===== src/rtl/if_inst_buffer_pkg.sv =====
// Shared definitions for the IF2/ID instruction buffer: widths, reset PC,
// entry layout {adef, pc, inst} and an entry packing helper.
package if_inst_buffer_pkg;

    localparam logic [31:0] PC_INITIAL = 32'h1c00_0000;

    localparam int INST_W       = 32;
    localparam int PC_W         = 32;
    localparam int IBUF_ENTRY_W = 65;

    // Entry field bit positions: adef is the MSB, then pc, then inst.
    localparam int ENTRY_ADEF_BIT = 64;
    localparam int ENTRY_PC_MSB   = 63;
    localparam int ENTRY_PC_LSB   = 32;
    localparam int ENTRY_INST_MSB = 31;
    localparam int ENTRY_INST_LSB = 0;

    typedef struct packed {
        logic              adef;
        logic [PC_W-1:0]   pc;
        logic [INST_W-1:0] inst;
    } ibuf_entry_t;

    function automatic ibuf_entry_t make_entry(input logic              adef,
                                               input logic [PC_W-1:0]   pc,
                                               input logic [INST_W-1:0] inst);
        ibuf_entry_t e;
        e.adef = adef;
        e.pc   = pc;
        e.inst = inst;
        return e;
    endfunction

endpackage


===== src/rtl/if_inst_buffer_if.sv =====
// Fetch-side and decode-side handshake of the instruction buffer.
// slave = buffer view, master = fetch/decode environment view.
interface if_inst_buffer_if;
    import if_inst_buffer_pkg::*;

    logic              in_valid;
    logic [PC_W-1:0]   in_pc;
    logic [INST_W-1:0] in_inst;
    logic              in_adef;
    logic              pc_wen;
    logic              out_valid;
    logic              out_ready;
    logic [PC_W-1:0]   out_pc;
    logic [INST_W-1:0] out_inst;
    logic              out_adef;

    modport master (
        output in_valid, in_pc, in_inst, in_adef, out_ready,
        input  pc_wen, out_valid, out_pc, out_inst, out_adef
    );

    modport slave (
        input  in_valid, in_pc, in_inst, in_adef, out_ready,
        output pc_wen, out_valid, out_pc, out_inst, out_adef
    );

endinterface


===== src/rtl/if_inst_buffer_mem.sv =====
// ibuf_mem: DEPTH-entry register array for the instruction buffer,
// one write port and one combinational read port. Contents are not reset.
module ibuf_mem
    import if_inst_buffer_pkg::*;
#(
    parameter int DEPTH = 8,
    parameter int AW    = $clog2(DEPTH)
) (
    input  logic          clk,
    input  logic          we,
    input  logic [AW-1:0] waddr,
    input  ibuf_entry_t   wdata,
    input  logic [AW-1:0] raddr,
    output ibuf_entry_t   rdata
);

    ibuf_entry_t mem [DEPTH];

    // Write the incoming fetch entry at the tail slot.
    always_ff @(posedge clk) begin
        if (we) begin
            mem[waddr] <= wdata;
        end
    end

    assign rdata = mem[raddr];

endmodule


===== src/rtl/if_inst_buffer.sv =====
// IF2/ID instruction fetch buffer: circular queue of {pc, inst, adef}
// with fetch backpressure (pc_wen), flush and a post-flush drop window
// that discards wrong-path fetches still in flight.
// Optional build macro IBUF_BYPASS_EN: forwards an arriving fetch straight
// to decode when the buffer is empty.
module if_inst_buffer
    import if_inst_buffer_pkg::*;
#(
    parameter int DEPTH = 8,
    parameter int SKID  = 2
) (
    input  logic                     clk,
    input  logic                     rst_n,
    input  logic                     flush,
    if_inst_buffer_if.slave          bus,
    output logic [$clog2(DEPTH):0]   count
);

    localparam int AW = $clog2(DEPTH);
    localparam int CW = AW + 1;
    localparam int DW = $clog2(SKID + 2);

    // pc_wen stays high while more than SKID slots are free.
    localparam logic [CW-1:0] WEN_LIMIT = CW'(DEPTH - SKID);
    localparam logic [DW-1:0] SKID_LD   = DW'(SKID);

    logic [AW:0]   head;
    logic [AW:0]   tail;
    logic [DW-1:0] drop_cnt;

    logic        empty;
    logic        full;
    logic        accept_ok;
    logic        bypass;
    logic        pop;
    logic        push;
    logic        mem_we;
    logic        head_adv;
    ibuf_entry_t in_entry;
    ibuf_entry_t head_entry;
    ibuf_entry_t out_entry;

    ibuf_mem #(
        .DEPTH (DEPTH)
    ) u_mem (
        .clk   (clk),
        .we    (mem_we),
        .waddr (tail[AW-1:0]),
        .wdata (in_entry),
        .raddr (head[AW-1:0]),
        .rdata (head_entry)
    );

    // Queue status, handshake decode and bypass selection.
    always_comb begin
        empty     = (head == tail);
        full      = (head[AW-1:0] == tail[AW-1:0]) && (head[AW] != tail[AW]);
        accept_ok = bus.in_valid && !flush && (drop_cnt == '0);
        in_entry  = make_entry(bus.in_adef, bus.in_pc, bus.in_inst);
`ifdef IBUF_BYPASS_EN
        bypass    = accept_ok && empty;
`else
        bypass    = 1'b0;
`endif
        // out_ready is ignored while flushing.
        pop       = (!empty || bypass) && bus.out_ready && !flush;
        push      = accept_ok && (!full || pop);
        // A bypassed entry consumed in the same cycle never touches storage.
        mem_we    = push && !(bypass && bus.out_ready);
        head_adv  = pop && !empty;
        out_entry = bypass ? in_entry : head_entry;
    end

    // Decode-side outputs, zeroed when nothing is presented.
    always_comb begin
        bus.out_valid = !empty || bypass;
        bus.out_pc    = '0;
        bus.out_inst  = '0;
        bus.out_adef  = 1'b0;
        if (bus.out_valid) begin
            bus.out_pc   = out_entry.pc;
            bus.out_adef = out_entry.adef;
            bus.out_inst = out_entry.adef ? '0 : out_entry.inst;
        end
        bus.pc_wen = (count < WEN_LIMIT);
    end

    // Pointer, occupancy and drop-window state; flush outranks everything but reset.
    always_ff @(posedge clk) begin
        if (!rst_n) begin
            head     <= '0;
            tail     <= '0;
            count    <= '0;
            drop_cnt <= '0;
        end else if (flush) begin
            head     <= '0;
            tail     <= '0;
            count    <= '0;
            drop_cnt <= SKID_LD;
        end else begin
            if (mem_we) begin
                tail <= tail + (AW+1)'(1);
            end
            if (head_adv) begin
                head <= head + (AW+1)'(1);
            end
            count <= count + CW'(mem_we) - CW'(head_adv);
            if (drop_cnt != '0) begin
                drop_cnt <= drop_cnt - DW'(1);
            end
        end
    end

endmodule


===== src/flat_wrapper.sv =====
// flat-port wrapper written by rule: the top's interface ports become plain ports
module if_inst_buffer_flat import if_inst_buffer_pkg::*;
#(
    parameter int DEPTH = 8,
    parameter int SKID  = 2
)
  (clk, rst_n, flush, count, bus_in_valid, bus_in_pc, bus_in_inst, bus_in_adef, bus_out_ready, bus_pc_wen, bus_out_valid, bus_out_pc, bus_out_inst, bus_out_adef);
  if_inst_buffer_if bus_i ();
  input  logic clk;
  input  logic rst_n;
  input  logic flush;
  output logic [$clog2(DEPTH):0] count;
  input wire logic [$bits(bus_i.in_valid)-1:0] bus_in_valid;
  input wire logic [$bits(bus_i.in_pc)-1:0] bus_in_pc;
  input wire logic [$bits(bus_i.in_inst)-1:0] bus_in_inst;
  input wire logic [$bits(bus_i.in_adef)-1:0] bus_in_adef;
  input wire logic [$bits(bus_i.out_ready)-1:0] bus_out_ready;
  output wire logic [$bits(bus_i.pc_wen)-1:0] bus_pc_wen;
  output wire logic [$bits(bus_i.out_valid)-1:0] bus_out_valid;
  output wire logic [$bits(bus_i.out_pc)-1:0] bus_out_pc;
  output wire logic [$bits(bus_i.out_inst)-1:0] bus_out_inst;
  output wire logic [$bits(bus_i.out_adef)-1:0] bus_out_adef;
  assign bus_i.in_valid = bus_in_valid;
  assign bus_i.in_pc = bus_in_pc;
  assign bus_i.in_inst = bus_in_inst;
  assign bus_i.in_adef = bus_in_adef;
  assign bus_i.out_ready = bus_out_ready;
  assign bus_pc_wen = bus_i.pc_wen;
  assign bus_out_valid = bus_i.out_valid;
  assign bus_out_pc = bus_i.out_pc;
  assign bus_out_inst = bus_i.out_inst;
  assign bus_out_adef = bus_i.out_adef;
  if_inst_buffer #(.DEPTH(DEPTH), .SKID(SKID)) u_core (.clk(clk), .rst_n(rst_n), .flush(flush), .bus(bus_i), .count(count));
endmodule

===== config.mk =====
export PLATFORM = sky130hd
export DESIGN_NAME = if_inst_buffer_flat
export DESIGN_NICKNAME = d
export VERILOG_FILES = /design/src/rtl/if_inst_buffer_pkg.sv /design/src/rtl/if_inst_buffer_if.sv /design/src/rtl/if_inst_buffer_mem.sv /design/src/rtl/if_inst_buffer.sv /design/src/flat_wrapper.sv
export SDC_FILE = /design/constraint.sdc
export NUM_CORES = 1
export LEC_CHECK = 0
export CORE_MARGIN = 4
export CORE_UTILIZATION = 25
export DETAILED_ROUTE_END_ITERATION = 6
export SYNTH_ARGS = -nofsm -noshare
export SYNTH_HDL_FRONTEND = slang
export SYNTH_SLANG_ARGS = --single-unit

===== constraint.sdc =====
create_clock -name clk -period 15.45 [get_ports clk]
set_input_delay 2.3175 -clock clk [delete_from_list [all_inputs] [get_ports clk]]
set_output_delay 2.3175 -clock clk [all_outputs]
set_load 0.02 [all_outputs]

# Yosys cells after proc, flatten, opt, wreduce, memory -nomap -nowiden

Memory sizes are Yosys's and may differ from the RTL's. A register that Yosys moved wholly into a read port is not among the register bits.
Index checks and enable logic that the tools add are counted.

Bits of input ports: 70
Bits in writable memories: 520
Bits in registers: 14
Memories kept: 1
Output and inout port bits: 71
Logic and storage cells: 41

Eq/ne operators: 3
Reductions and logical operators: 15
Bitwise logic cells: 1
Mux-type cells: 10
Order comparisons: 1
$add $sub $neg: 5

Memory list:

| name             | depth | bits a word | rd ports | clocked after memory_dff | write ports | RTL line                 | RTL |
|---|---|---|---|---|---|---|---|
| u_core.u_mem.mem | 8     | 65          | 1        | 1                        | 1           | if_inst_buffer_mem.sv:17 | `ibuf_entry_t mem [DEPTH];` |

Operators by type and width:

| operator              | number |
|---|---|
| $mux W32              | 3 |
| $add A4 B1 Y4 const B | 2 |
| $logic_and A1 B1 Y1   | 7 |
| $mux W3               | 2 |
| $add A4 B1 Y4         | 1 |
| $eq A4 B4 Y1          | 1 |
| $lt A4 B3 Y1 const B  | 1 |
| $mux W2               | 2 |
| $reduce_bool A2 Y1    | 2 |
| $sub A4 B1 Y4         | 1 |
| $eq A3 B3 Y1          | 1 |
| $logic_not A1 Y1      | 3 |
| $mux W1               | 3 |
| $logic_not A2 Y1      | 1 |
| $reduce_or A2 Y1      | 1 |
| $sub A2 B1 Y2 const B | 1 |
| $logic_or A1 B1 Y1    | 1 |
| $ne A1 B1 Y1          | 1 |
| $not A1 Y1            | 1 |

# Logic depth before layout (Yosys ltp)

Depth in word-level cells: 8
Gate-level depth with buffers: 10
Depth with buffers taken out: 9

# By module

Synthesis repeated with hierarchy kept, for this count alone.

Cell total of the unflattened synthesis: 936
Area total of the unflattened synthesis: 20843.7 µm²

Modules (own cells, without submodules):

| module         | cells each | times used | area an instance (µm²) | seq. area each (µm²) |
|---|---|---|---|---|
| ibuf_mem       | 764        | 1          | 19556.3                | 15615.0 |
| if_inst_buffer | 172        | 1          | 1287.5                 | 280.3 |

# Worst setup path after synthesis

Ideal clock, no wire load.

Kind: input port to flip-flop
Start: in flush
End: mem u_core.u_mem.mem[7][0] in the netlist's numbering (enable)
Setup time: 0.513 ns
Setup slack: 8.801 ns
Arrival time: 6.136 ns
Buffers on the path: 0
Stages: 3
Required time: 14.937 ns
Path through: nor4b_1 nand4_1 a21oi_1

Cells in the longest elaborated chain, start to end: 6
Elaborated cells on any way between the ends: 8
Those cells by class: mux (2); reduce/logical (6)

RTL lines:

| item                                                             | RTL line                                   | RTL |
|---|---|---|
| from (decl)                                                      | flat_wrapper.sv:11                         | `input logic flush;` |
| $logic_not A1 Y1 (*)                                             | if_inst_buffer.sv:58, if_inst_buffer.sv:66 |  |
| $logic_and A1 B1 Y1 (on tied branches)                           | if_inst_buffer.sv:58, if_inst_buffer.sv:66 |  |
| $logic_and A1 B1 Y1 / $logic_or A1 B1 Y1 (equally long branches) | if_inst_buffer.sv:58, if_inst_buffer.sv:67 |  |
| $logic_and A1 B1 Y1 (*)                                          | if_inst_buffer.sv:67                       | `push = accept_ok && (!full \|\| pop);` |
| $mux W1 (*)                                                      | if_inst_buffer_mem.sv:21                   | `if (we) begin` |
| $mux W1 (not written as such) (*)                                | if_inst_buffer_mem.sv:22                   | `mem[waddr] <= wdata;` |
| to (decl)                                                        | if_inst_buffer_mem.sv:17                   |  |

Mark *: on every way between the ends. The rest lies on a longest branch, timed or not.

==> key figures <==
STA
  • Post-route setup slack: 8.70 ns
  • Worst Max-Slew Pin Slew: 1.02 ns
  • Final min period: 6.75 ns
  • RSZ-0062 raised after global routing: false
  • Final Slew Violations: 0
  • Setup TNS: 0 ns
  • Max Clock Skew: 0.0304 ns
  • Final Hold Viols: 0
  • Setup-failing EPs final: 0
  • Rel. slew slack: 0.323
  • Period utilisation layout: 0.437
  • Peak Freq: 148 MHz

Critical path
  • Reg2reg start: u_core.drop_cnt[1]
  • CP max-delay cell: dfxtp_4
  • Worst-path fanout max: 52
  • Kind of cell adding the most delay to the critical path: buffers and inverters
  • Cells along the critical path: buf_4 > buf_4 > mux4_2 > mux2i_1 > nor2_1 > clkdlybuf4s50_1
  • Bufs and invs on worst path: 3
  • Critical Path Max Stage Delay: 0.76 ns
  • Critical Path AT: 4.43 ns
  • Cell repeated most along the worst path: buf_4
  • Crit end category: primary output
  • Kind of critical path: reg -> out
  • CP Launch Type: register
  • Worst path required time: 13.13 ns

Die
  • Ports: 141
  • FP Rows: 104
  • Core Area: 0.0811 mm^2
  • Die X: 295 um
  • Chip Height: 295 um
  • Die Area: 0.0869 mm^2
  • Starting density of the core: 0.254

Synth
  • Post-synth EDFFs: 520
  • Ys flop type: edfxtp_1
  • Register bit total from synthesis: 537
  • Area contributors post-synth: edfxtp_1, mux4_2, mux2i_1
  • Syn Nets: 1,003
  • Cell taking the most area after synthesis: edfxtp_1
  • Sequential share of the synthesized area: 0.776
  • Synthesized cell area: 0.0206 mm^2
  • Mapped Avg Cell Area: 22.2 um^2
  • Synth Warn #: 0
  • Cells after Synth: 925
  • Area fraction of the dominant cell type after synthesis: 0.759
  • Yosys cell types: 36
  • Asr flop ratio synth: 0

Global route
  • GRT overflow: 0
  • Initial antenna violation count: 7
  • Vias in the first global route: 10,400
  • Largest net degree at the start of global routing: 53
  • First-pass GRT wire length: 68,500 um
  • Total Routing Usage GR: 0.106

Drt
  • WL/cell: 21.1 um
  • Antenna Violating Nets Remaining: 0
  • Initial DRC Count: 579
  • Post-route DRC: 0
  • First-pass DRT Iterations: 4
  • DR vias/cell: 4.32
  • Total number of vias: 9,503
  • Routed WL: 46,400 um

Clock network
  • Root buffer cell: clkbuf_16
  • Post-CTS resize count: 0
  • H-tree depth: 2
  • Reg clk slew, reported paths: 0.06 ns
  • Clk_lat worst skew: 0.63 ns
  • TritonCTS buffer count: 56
  • TritonCTS clock tree: done
  • CTS sink cnt: 537
  • Setup repair bufs after CTS: 0
  • # hold bufs at CTS: 0
  • CTS Buffer Depth: 3

Pwr
  • Static leakage: 7.37 nW
  • Worst VDD drop: 0.0694 mV
  • PwrDens: 119 mW/mm^2

Hold path
  • Hold Crit Class: reg -> reg
  • Min-delay src: u_core.drop_cnt[0]

Layout
  • Synth-to-Final Area Change: 21.7%
  • Nets@finish: 1,168
  • Final Instance Count excl. Fillers: 2,200
  • Share of cells above drive strength 1: 0.209
  • Core Util, Final: 0.309

Run status
  • Status: completed

Placement
  • Placed insts: 2,092
  • # port buffers: 140
  • Detailed placement HPWL: 25,500 um
  • Final Wtd Congestion: 0.647
  • Pre-CTS WS: 9.33 ns

Run
  • Max cap viols: 0
-- cell usage after synthesis, types with 2 or more instances --
library cell  number
nor2b_1            3
clkbuf_1           7
or3_1              2
nor2_1            72
buf_2             24
nand2b_1           4
nand4_1            4
mux4_2           130
edfxtp_1         520
a21oi_1            6
ha_1               7
inv_1              8
nand2_1            5
and2_1             2
xor2_1             5
and4bb_2           2
buf_1             13
xnor2_1            3
and3_1             2
mux2i_1           69
o21ai_0            2
buf_4              3
and4b_1            2
dfxtp_1           17
a21o_1             2
-- routing by layer --
layer	up-vias	part of all wire	track usage
li1	4168	-	-
met1	5089	0.41	0.130
met2	167	0.52	0.187
met3	73	0.046	0.0242
met4	6	0.023	0.0336
met5	-	0.00088	0
-- flip-flops by register name, summed over array words and instances (netlist names), named ones only --
signal,flops
u_core.count,4
u_core.drop_cnt,2
u_core.u_mem.mem,520
u_core.tail,4
u_core.head,4
-- cell type report --
| class | instances | area, um^2 |
|---|---|---|
| inverters | 8 | 30.0 |
| diodes | 5 | 12.5 |
| clock inverters | 39 | 338 |
| fillers | 7747 | 56000 |
| well taps | 1060 | 1330 |
| multi-input cells | 332 | 4410 |
| repair buffers | 155 | 1510 |
| clock buffers | 64 | 1430 |
| flip-flops and latches | 537 | 16000 |
-- stage by stage --
stage / instance area (um^2) / total power [mW] / hold WS, ns
floorplan: 20600 / 1.67 / 0.422
global placement: 23200 / 1.71 / 0.431
detailed placement: 23200 / 1.72 / 0.458
CTS: 25000 / 3.02 / 0.467
global route: 25000 / 3.08 / 0.481
finish: 25000 / 2.97 / 0.467
-- where the power goes --
part / switching [mW] / internal [mW]
registers: 0.00272 / 1.61
logic: 0.0427 / 0.0348
clock network: 0.563 / 0.720
-- cells by family after synthesis --
kind of cell             count (synthesis)  share of synthesized area
flip-flops                             537                      0.776
buffers and inverters                   56                     0.0123
XOR/XNOR                                 8                    0.00341
adder cells (fa/ha/maj)                  8                    0.00523
AO/OA/AOI/OAI                           13                    0.00420
AND/OR/NAND/NOR                        104                     0.0234
multiplexers                           199                      0.176
-- layout by cell type (no fill, tap or decap), drive strengths merged, types with 5 or more instances in the layout --
cell,Yosys,layout
clkdlybuf4s50,0,140
inv,8,10
clkbuf,8,64
edfxtp,520,520
a21oi,6,6
nand2,5,5
clkinv,0,30
xor2,5,5
buf,40,15
mux4,130,130
dfxtp,17,17
nor2,72,72
diode,0,5
ha,7,7
mux2i,69,69
-- final timing paths --
check | end | depth (start not counted) | slack [ns]
hold / removal | u_core.drop_cnt[0] | 1 | 0.47
hold reg to reg | u_core.drop_cnt[0] | 1 | 0.47
setup reg to reg | u_core.u_mem.mem[5][1] | 4 | 11.97
setup / recovery | bus_out_inst[20] | 6 | 8.70
(Power assumes the default switching activity.)
